### src/rtl/fnn_pkg.sv
// Shared types and constants for the neuron weight-memory write path.
// Holds the loader state encoding and the default weight word width.
package fnn_pkg;

  localparam int FNN_DATA_WIDTH = 16;

  typedef logic [FNN_DATA_WIDTH-1:0] weight_t;

  typedef enum logic [1:0] {
    ST_IDLE = 2'd0,
    ST_LOAD = 2'd1,
    ST_CHK  = 2'd2,
    ST_DONE = 2'd3
  } wl_state_e;

endpackage

### src/rtl/wl_checksum_acc.sv
// Clearable modulo-2^DATA_WIDTH accumulator used to check the trailing
// checksum word of a weight packet. Only present in checksum builds.
module wl_checksum_acc
  import fnn_pkg::*;
#(
  parameter int DATA_WIDTH = FNN_DATA_WIDTH
) (
  input  logic                  clk,
  input  logic                  rst_n,
  input  logic                  i_clr,
  input  logic                  i_add,
  input  logic [DATA_WIDTH-1:0] i_data,
  output logic [DATA_WIDTH-1:0] o_sum
);

  logic [DATA_WIDTH-1:0] r_sum;

  // Running sum wraps naturally; clear has priority over add.
  always_ff @(posedge clk or negedge rst_n) begin
    if (!rst_n) begin
      r_sum <= '0;
    end else if (i_clr) begin
      r_sum <= '0;
    end else if (i_add) begin
      r_sum <= r_sum + i_data;
    end
  end

  assign o_sum = r_sum;

endmodule

### src/rtl/weight_loader.sv
// Streams NUM_WEIGHT words into one selected neuron weight memory via a
// one-hot write-enable bus, with a one-cycle registered write port.
// Optional trailing checksum word: define WEIGHT_LOAD_CHECKSUM_EN.
module weight_loader
  import fnn_pkg::*;
#(
  parameter int NUM_WEIGHT = 30,
  parameter int NUM_NEURON = 30,
  parameter int DATA_WIDTH = FNN_DATA_WIDTH,
  parameter int ADDR_WIDTH = $clog2(NUM_WEIGHT),
  parameter int SEL_WIDTH  = $clog2(NUM_NEURON)
) (
  input  logic                  clk,
  input  logic                  rst_n,
  input  logic                  start,
  input  logic [SEL_WIDTH-1:0]  neuron_sel,
  input  logic                  s_valid,
  output logic                  s_ready,
  input  logic [DATA_WIDTH-1:0] s_data,
  input  logic                  s_last,
  output logic [NUM_NEURON-1:0] wen,
  output logic [ADDR_WIDTH-1:0] wadd,
  output logic [DATA_WIDTH-1:0] win,
  output logic                  busy,
  output logic                  done,
  output logic                  err
);

  localparam logic [ADDR_WIDTH-1:0] LAST_IDX = ADDR_WIDTH'(NUM_WEIGHT - 1);
  localparam logic [SEL_WIDTH:0]    NN_LIM   = (SEL_WIDTH + 1)'(NUM_NEURON);

  wl_state_e             r_state;
  wl_state_e             w_state_nxt;
  logic [ADDR_WIDTH-1:0] r_cnt;
  logic [ADDR_WIDTH-1:0] w_cnt_nxt;
  logic [SEL_WIDTH-1:0]  r_sel;
  logic [SEL_WIDTH-1:0]  w_sel_nxt;
  logic                  r_err_flag;
  logic                  w_err_flag_nxt;
  logic                  r_bad_sel;
  logic                  w_bad_sel_nxt;
  logic                  w_wr;
  logic                  w_sel_ok;
  logic [NUM_NEURON-1:0] w_onehot;
  logic [NUM_NEURON-1:0] r_wen;
  logic [ADDR_WIDTH-1:0] r_wadd;
  logic [DATA_WIDTH-1:0] r_win;

  assign w_sel_ok = ({1'b0, neuron_sel} < NN_LIM);

  // Decode the latched neuron select into the write-enable pattern.
  for (genvar gi = 0; gi < NUM_NEURON; gi++) begin : g_onehot
    assign w_onehot[gi] = (r_sel == SEL_WIDTH'(gi));
  end

`ifdef WEIGHT_LOAD_CHECKSUM_EN
  logic                  w_acc_clr;
  logic [DATA_WIDTH-1:0] w_sum;

  // Sum restarts with each accepted start and tracks every written word.
  assign w_acc_clr = (r_state == ST_IDLE) & start & w_sel_ok;

  wl_checksum_acc #(
    .DATA_WIDTH (DATA_WIDTH)
  ) u_cks (
    .clk    (clk),
    .rst_n  (rst_n),
    .i_clr  (w_acc_clr),
    .i_add  (w_wr),
    .i_data (s_data),
    .o_sum  (w_sum)
  );
`endif

  // State, counter, select and error-flag registers.
  always_ff @(posedge clk or negedge rst_n) begin
    if (!rst_n) begin
      r_state    <= ST_IDLE;
      r_cnt      <= '0;
      r_sel      <= '0;
      r_err_flag <= 1'b0;
      r_bad_sel  <= 1'b0;
    end else begin
      r_state    <= w_state_nxt;
      r_cnt      <= w_cnt_nxt;
      r_sel      <= w_sel_nxt;
      r_err_flag <= w_err_flag_nxt;
      r_bad_sel  <= w_bad_sel_nxt;
    end
  end

  // Next-state logic, stream handshake and write strobe.
  always_comb begin
    w_state_nxt    = r_state;
    w_cnt_nxt      = r_cnt;
    w_sel_nxt      = r_sel;
    w_err_flag_nxt = r_err_flag;
    w_bad_sel_nxt  = 1'b0;
    w_wr           = 1'b0;
    s_ready        = 1'b0;
    done           = 1'b0;
    case (r_state)
      ST_IDLE: begin
        if (start) begin
          if (w_sel_ok) begin
            w_sel_nxt      = neuron_sel;
            w_cnt_nxt      = '0;
            w_err_flag_nxt = 1'b0;
            w_state_nxt    = ST_LOAD;
          end else begin
            w_bad_sel_nxt  = 1'b1;
          end
        end
      end
      ST_LOAD: begin
        s_ready = 1'b1;
        if (s_valid) begin
          w_wr = 1'b1;
          if (r_cnt == LAST_IDX) begin
`ifdef WEIGHT_LOAD_CHECKSUM_EN
            // End-of-packet belongs on the checksum word, not here.
            if (s_last) begin
              w_err_flag_nxt = 1'b1;
              w_state_nxt    = ST_DONE;
            end else begin
              w_state_nxt    = ST_CHK;
            end
`else
            if (!s_last) begin
              w_err_flag_nxt = 1'b1;
            end
            w_state_nxt = ST_DONE;
`endif
          end else if (s_last) begin
            // Short packet: remaining addresses keep old contents.
            w_err_flag_nxt = 1'b1;
            w_state_nxt    = ST_DONE;
          end else begin
            w_cnt_nxt = r_cnt + 1'b1;
          end
        end
      end
`ifdef WEIGHT_LOAD_CHECKSUM_EN
      ST_CHK: begin
        s_ready = 1'b1;
        if (s_valid) begin
          if ((s_data != w_sum) || !s_last) begin
            w_err_flag_nxt = 1'b1;
          end
          w_state_nxt = ST_DONE;
        end
      end
`endif
      ST_DONE: begin
        done           = 1'b1;
        w_err_flag_nxt = 1'b0;
        w_state_nxt    = ST_IDLE;
      end
      default: begin
        w_state_nxt = ST_IDLE;
      end
    endcase
  end

  // Registered write port: enable for one cycle, address/data hold otherwise.
  always_ff @(posedge clk or negedge rst_n) begin
    if (!rst_n) begin
      r_wen  <= '0;
      r_wadd <= '0;
      r_win  <= '0;
    end else begin
      r_wen <= w_wr ? w_onehot : '0;
      if (w_wr) begin
        r_wadd <= r_cnt;
        r_win  <= s_data;
      end
    end
  end

  assign wen  = r_wen;
  assign wadd = r_wadd;
  assign win  = r_win;
  assign busy = (r_state != ST_IDLE);
  assign err  = r_bad_sel | ((r_state == ST_DONE) & r_err_flag);

endmodule

### config.mk
export PLATFORM = sky130hd
export DESIGN_NAME = weight_loader
export DESIGN_NICKNAME = d
export VERILOG_FILES = /design/src/rtl/fnn_pkg.sv /design/src/rtl/wl_checksum_acc.sv /design/src/rtl/weight_loader.sv
export SDC_FILE = /design/constraint.sdc
export NUM_CORES = 1
export LEC_CHECK = 0
export CORE_MARGIN = 4
export CORE_UTILIZATION = 45
export CTS_CLUSTER_SIZE = 8
export DETAILED_ROUTE_END_ITERATION = 8
export GPL_TIMING_DRIVEN = 1
export PLACE_DENSITY = 0.84
export SYNTH_ARGS = -nofsm -noshare
export SYNTH_HDL_FRONTEND = slang
export SYNTH_HIERARCHICAL = 1
export SYNTH_SLANG_ARGS = --single-unit
export TNS_END_PERCENT = 5
### constraint.sdc
create_clock -name clk -period 2.2 [get_ports clk]
set_clock_uncertainty 0.05 [all_clocks]
set_input_delay 0.55 -clock clk [delete_from_list [all_inputs] [get_ports clk]]
set_output_delay 0.55 -clock clk [all_outputs]
set_load 0.005 [all_outputs]
==> results of run 1 <==
Yosys cell counts (2+ instances only):
cell       n
nand4_1    3
ha_1       5
mux2_2    21
nand2b_1   2
or4b_1     2
a21oi_1    2
inv_1      5
buf_1      2
nand3_1    7
o22a_1     5
o21ai_0    3
a22o_1     2
nand4b_1   2
dfrtp_1   65
nand2_1   10
o41ai_1    2
o31ai_1    3
buf_2      2
nand2b_4   2
nor2b_1    4
nor2_1    34
timing repair:
action | in CTS | in global routing
resized for setup | 3 | 7
gates cloned | 0 | 0
pin swaps | 0 | 1
buffers inserted | 0 | 2
hold endpoints to repair | 0 | 0
endpoints found under the setup margin | 2 | 3
cell families after synthesis:
family	count (synthesis)	share of synthesized area, %
and+or+nand+nor	71	14.4
xor gates and xnor gates	1	0.350
muxes	21	9.44
adders and majority gates	5	2.50
DFF	65	64.9
buffers and inverters	10	1.60
AOI/OAI and AO/OA	23	6.79
through the flow:
step                cells  power [W]  hold WS [ps]  setup TNS, ps
finish                367    0.00450           164              0
detailed placement    349    0.00331           432          -15.1
CTS                   365    0.00452           166          -30.9
global placement      349    0.00326           421              0
floorplan             196    0.00247           204              0
global route          367    0.00478           193              0
layout make-up:
class	count	area, sq um
Clock buffer	12	165
Clock inverter	4	73.8
Fill cell	354	1510
Inverter	5	18.8
Multi-Input combinational cell	121	855
Sequential cell	65	1630
Tap cell	70	87.6
Timing Repair Buffer	90	901
worst max path at each step:
| stage | startpoint | slack [ps] | depth (start not counted) | end |
|---|---|---|---|---|
| 3_3_place_gp | neuron_sel[2] | 70 | 5 | r_cnt[3] |
| 6_report | neuron_sel[2] | 300 | 5 | r_cnt[3] |
| 5_1_grt | neuron_sel[2] | 200 | 5 | r_cnt[3] |
| 3_5_place_dp | neuron_sel[2] | -20 | 5 | r_cnt[3] |
| 4_1_cts | r_state[0] | -20 | 3 | err |
| 2_1_floorplan | r_state[0] | 630 | 5 | r_sel[0] |
metal layers:
layer	track usage, %	share of wire [%]	vias to the layer above
met2	27.1	51	69
met5	0	0	-
met3	5.86	7.1	5
met1	21.9	41	912
met4	6.37	0.70	0
li1	-	-	869
critical path, delay by kind of cell:
kind / cells / cell delay (ps)
AOI/OAI and AO/OA: 2 / 680
buffers and inverters: 1 / 490
and+or+nand+nor: 2 / 340
registers in the layout (all words and copies together) (netlist names):
name	flops
r_err_flag	1
r_bad_sel	1
r_sel	5
win	16
wadd	5
wen	30
r_state	2
r_cnt	5
power breakdown:
part | total [W] | internal [W] | switching, W
sequential | 0.00173 | 0.00150 | 0.000225
clock | 0.00116 | 0.000731 | 0.000434
combinational | 0.00161 | 0.000936 | 0.000670
==> impl_metrics.env, run 1 <==
export IMPL_status="finished, final reports clean"
export IMPL_path_class="in2reg"
export IMPL_synthCells=196
export IMPL_wl_per_cell_um=14.9
export IMPL_power_density_mw_per_mm2=1210
export IMPL_area_growth_pct=48.7
export IMPL_detail_route_antenna_nets=0
export IMPL_ctsHoldBuffers=0
export IMPL_drc=0
export IMPL_routabilityCongestion=0.834
export IMPL_final_cell_mix="clkdlybuf4s50_1, dfrtp_1, nor2_1"
export IMPL_reg2reg_slack_ps=420
export IMPL_vias=1855
export IMPL_syn_cell_area_sq_mm=0.00251
export IMPL_firstDrtPassIters=4
export IMPL_synth_edff_count=0
export IMPL_synth_ff_type="dfrtp_1"
export IMPL_port_buffers=80
export IMPL_start_util_pct=47.8
export IMPL_hold_class="in2async"
export IMPL_grt_use_total_pct=17.2
export IMPL_yosysTopAreaCell="dfrtp_1"
export IMPL_required_ps=2370
export IMPL_cp_cell_sequence="clkdlybuf4s50_1 > nand4_1 > a21oi_2 > nor4bb_1 > a211o_1"
export IMPL_syn_nets=227
export IMPL_cts_tree="done"
export IMPL_diodes=0
export IMPL_layout_commonest_cell="clkdlybuf4s50_1"
export IMPL_synth_cell_types=34
export IMPL_grt_pass1_vias=1793
export IMPL_htreeDepth=3
export IMPL_yosys_warnings=6
export IMPL_dieArea_sq_mm=0.00683
export IMPL_row_count=26
export IMPL_yosys_top_cells_area="dfrtp_1, mux2_2, nor2_1"
export IMPL_die_y_um=82.6
export IMPL_drv_slew=0
export IMPL_rsz0062_at_grt="false"
export IMPL_cts_path_max_buffers=2
export IMPL_ir_worst_vdd_mv=0.812
export IMPL_coreArea_sq_mm=0.00524
export IMPL_fmax_mhz=528
export IMPL_min_period_ps=1900
export IMPL_dp_hpwl_um=3990
export IMPL_hold_viol=0
export IMPL_max_slew_margin_pct=62.6
export IMPL_setup_ws_ps=305
export IMPL_post_place_ws_ps=-15.1
export IMPL_synthArstFlopShare_pct=100
export IMPL_grt_max_degree=27
export IMPL_ios=81
export IMPL_ys_ff_latch=65
export IMPL_die_w_um=82.6
export IMPL_cp_max_fo=10
export IMPL_drive_above_1_share_pct=20.2
export IMPL_slowest_stage="clkdlybuf4s50_1"
export IMPL_cap_viol_max_count=0
export IMPL_netlist_area_leader_share_pct=64.9
export IMPL_fin_nets=323
export IMPL_grt_pass1_wl_um=8540
export IMPL_p_leak_nw=1.68
export IMPL_clkSlewWorstSetupHoldPaths_ps=70
export IMPL_clk_latency_ps=330
export IMPL_syn_area_per_cell_sq_um=12.8
export IMPL_final_area_sq_mm=0.00373
export IMPL_cts_sinks=65
export IMPL_start_kind="primary input"
export IMPL_worstSetupEndpointType="flop"
export IMPL_finalCritPeriodShare_pct=86.1
export IMPL_clockRootBuffer="clkbuf_8"
export IMPL_dpl_cell_area_sq_mm=0.00345
export IMPL_post_route_util_pct=71.2
export IMPL_r2r_end="win[10]"
export IMPL_synth_seq_area_share_pct=64.9
export IMPL_r2r_cells=6
export IMPL_reg2reg_from="r_state[0]"
export IMPL_antenna_found_initial=0
export IMPL_drt_iter0_drc=89
export IMPL_cp_arrival_ps=2060
export IMPL_critPathMaxStageDelay_ps=490
export IMPL_cts_inserted_buffers=9
export IMPL_worst_pin_slew_ps=562
export IMPL_globalRouteOverflowTotal=0
export IMPL_via_per_inst=5.05
export IMPL_routed_wl_um=5450
export IMPL_setup_violations_final=0
(Power assumes the default switching activity.)
==> run 2: changes to the inputs <==
--- a/config.mk
+++ b/config.mk
@@ -11,6 +11,7 @@
 export DETAILED_ROUTE_END_ITERATION = 8
 export GPL_TIMING_DRIVEN = 1
 export PLACE_DENSITY = 0.84
+export SETUP_SLACK_MARGIN = 0.1
 export SYNTH_ARGS = -nofsm -noshare
 export SYNTH_HDL_FRONTEND = slang
 export SYNTH_HIERARCHICAL = 1
==> run 2 against run 1 <==
Critical path depth shrank 2. Count of clock-buffer cells in the layout is the same. Non-clock buffer count down 2. Total power shrank 0.57%. First-iteration DRC count is 38% higher. Die area is the same. Via count is 0.70% lower. Utilization down 0.26 points. Sequential cell count unchanged. Final cell count down 0.54%. Maximum frequency is 4.2% lower.
==> impl_metrics.env, run 2 (synthesis gave the netlist of run 1 again) <==
export IMPL_status="finished, final reports clean"
export IMPL_ir_worst_vdd_mv=0.811
export IMPL_power_internal_w=0.00315
export IMPL_grt_max_degree=27
export IMPL_max_slew_margin_pct=62.6
export IMPL_start_kind="flop"
export IMPL_finalCritPeriodShare_pct=90.0
export IMPL_cap_viol_max_count=0
export IMPL_clkSlewWorstSetupHoldPaths_ps=70
export IMPL_grt_pass1_wl_um=8540
export IMPL_port_buffers=80
export IMPL_nFillCells=360
export IMPL_fmax_mhz=505
export IMPL_cp_arrival_ps=1380
export IMPL_power_total_w=0.00447
export IMPL_area_growth_pct=48.2
export IMPL_comb_power_share_pct=35.3
export IMPL_cp_max_fo=4
export IMPL_p_sw_share_pct=29.6
export IMPL_firstDrtPassIters=4
export IMPL_row_count=26
export IMPL_clockRootBuffer="clkbuf_8"
export IMPL_rsz0062_at_grt="false"
export IMPL_dp_hpwl_um=3990
export IMPL_drc=0
export IMPL_hold_viol=0
export IMPL_final_cell_mix="clkdlybuf4s50_1, dfrtp_1, nor2_1"
export IMPL_drt_iter0_drc=123
export IMPL_final_area_sq_mm=0.00371
export IMPL_postCtsSetupRepairBufs=0
export IMPL_worstSetupEndpointType="primary output"
export IMPL_fin_cells=365
export IMPL_power_density_mw_per_mm2=1200
export IMPL_hold_class="in2async"
export IMPL_crit_path_start="r_state[0]"
export IMPL_path_class="reg2out"
export IMPL_via_per_inst=5.05
export IMPL_antenna_found_initial=0
export IMPL_coreArea_sq_mm=0.00524
export IMPL_detail_route_antenna_nets=0
export IMPL_dp_cells=349
export IMPL_p_sw_w=0.00132
export IMPL_worst_pin_slew_ps=561
export IMPL_reg2reg_from="r_cnt[0]"
export IMPL_min_period_ps=1980
export IMPL_die_w_um=82.6
export IMPL_dpl_cell_area_sq_mm=0.00345
export IMPL_vias=1842
export IMPL_cts_sinks=65
export IMPL_start_util_pct=47.8
export IMPL_grt_pass1_vias=1793
export IMPL_regArea_sq_mm=0.00163
export IMPL_globalRouteOverflowTotal=0
export IMPL_multi_input_area_sq_um=855
export IMPL_grt_use_total_pct=17.2
export IMPL_drv_slew=0
export IMPL_fin_nets=321
export IMPL_cts_inserted_buffers=9
export IMPL_p_leak_nw=1.67
export IMPL_diodes=0
export IMPL_dieArea_sq_mm=0.00683
export IMPL_whs_ps=162
export IMPL_layout_commonest_cell="clkdlybuf4s50_1"
export IMPL_cp_cell_sequence="ha_2 > a21o_1 > dlygate4sd2_1"
export IMPL_ios=81
export IMPL_setup_violations_final=0
export IMPL_drive_above_1_share_pct=19.3
export IMPL_clockPowerShare_pct=26.1
export IMPL_routabilityCongestion=0.834
export IMPL_required_ps=1600
export IMPL_seqPwrFrac_pct=38.6
export IMPL_slowest_stage="dfrtp_1"
export IMPL_cts_tree="done"
export IMPL_r2r_cells=5
export IMPL_die_y_um=82.6
export IMPL_critPathMaxStageDelay_ps=430
export IMPL_cts_path_max_buffers=2
export IMPL_routed_wl_um=5400
export IMPL_clk_latency_ps=330
export IMPL_htreeDepth=3
export IMPL_wl_per_cell_um=14.8
export IMPL_largest_reg_flops=30
[run 2: changes by cell type in the layout (fill, tap and decap cells not counted), sizes merged]
cell         before  now
buf              12    9
dlygate4sd2       0    1
[run 2: critical path, delay by kind of cell, from the launching register on]
kind / cells / cell delay, ps
compound gates: 1 / 150
fa+ha+maj: 1 / 210
buf+inv: 1 / 260
flops: 1 / 430
[run 2: final cells by class]
cell class                 count  share of cell area [%]
timing repair buffer          88                    23.9
clock inverter                 4                    1.99
tap                           70                    2.36
clock buffer                  12                    4.45
inverter                       5                   0.505
sequential                    65                    43.8
multi-input combinational    121                    23.0
[run 2: repair_timing]
| action | in CTS | in global routing |
|---|---|---|
| resized for setup | 6 | 4 |
| cloned | 0 | 0 |
| endpoints found under the setup margin | 3 | 3 |
| pin swaps | 1 | 1 |
| hold buffers | 0 | 0 |
[run 2: power groups by stage]
stage          clock [W]  sequential (W)  combinational, W
3_3_place_gp           0         0.00173           0.00153
2_1_floorplan          0         0.00172          0.000751
6_report         0.00117         0.00173           0.00158
3_5_place_dp           0         0.00174           0.00157
4_1_cts          0.00119         0.00172           0.00161
5_1_grt          0.00125         0.00177           0.00174
[run 2: metrics by stage]
step | setup TNS (ps) | setup WS [ps] | util, %
floorplan | 0 | 631 | -
global placement | 0 | 67.5 | 65.9
detailed placement | -15.1 | -15.1 | 65.9
CTS | 0 | 12.1 | 70.8
global route | 0 | 141 | 70.9
finish | 0 | 221 | 70.9
[run 2: path summary, 6_finish.rpt]
path / end / slack, ps
worst max-delay path: err / 220
worst min register to register: wadd[1] / 450
worst max register to register: r_cnt[3] / 470
worst min-delay path: wen[16] / 160
max in group asynchronous: wadd[3] / 1320
min in group clk: wadd[1] / 450
[run 2: metal layers]
layer  vias to the layer above  share of wire [%]  GRT usage (%)
li1                        861                  -              -
met1                       912                 41           21.9
met2                        67                 51           27.1
met3                         2                7.0           5.86
met4                         0               0.57           6.37
met5                         -                  0              0
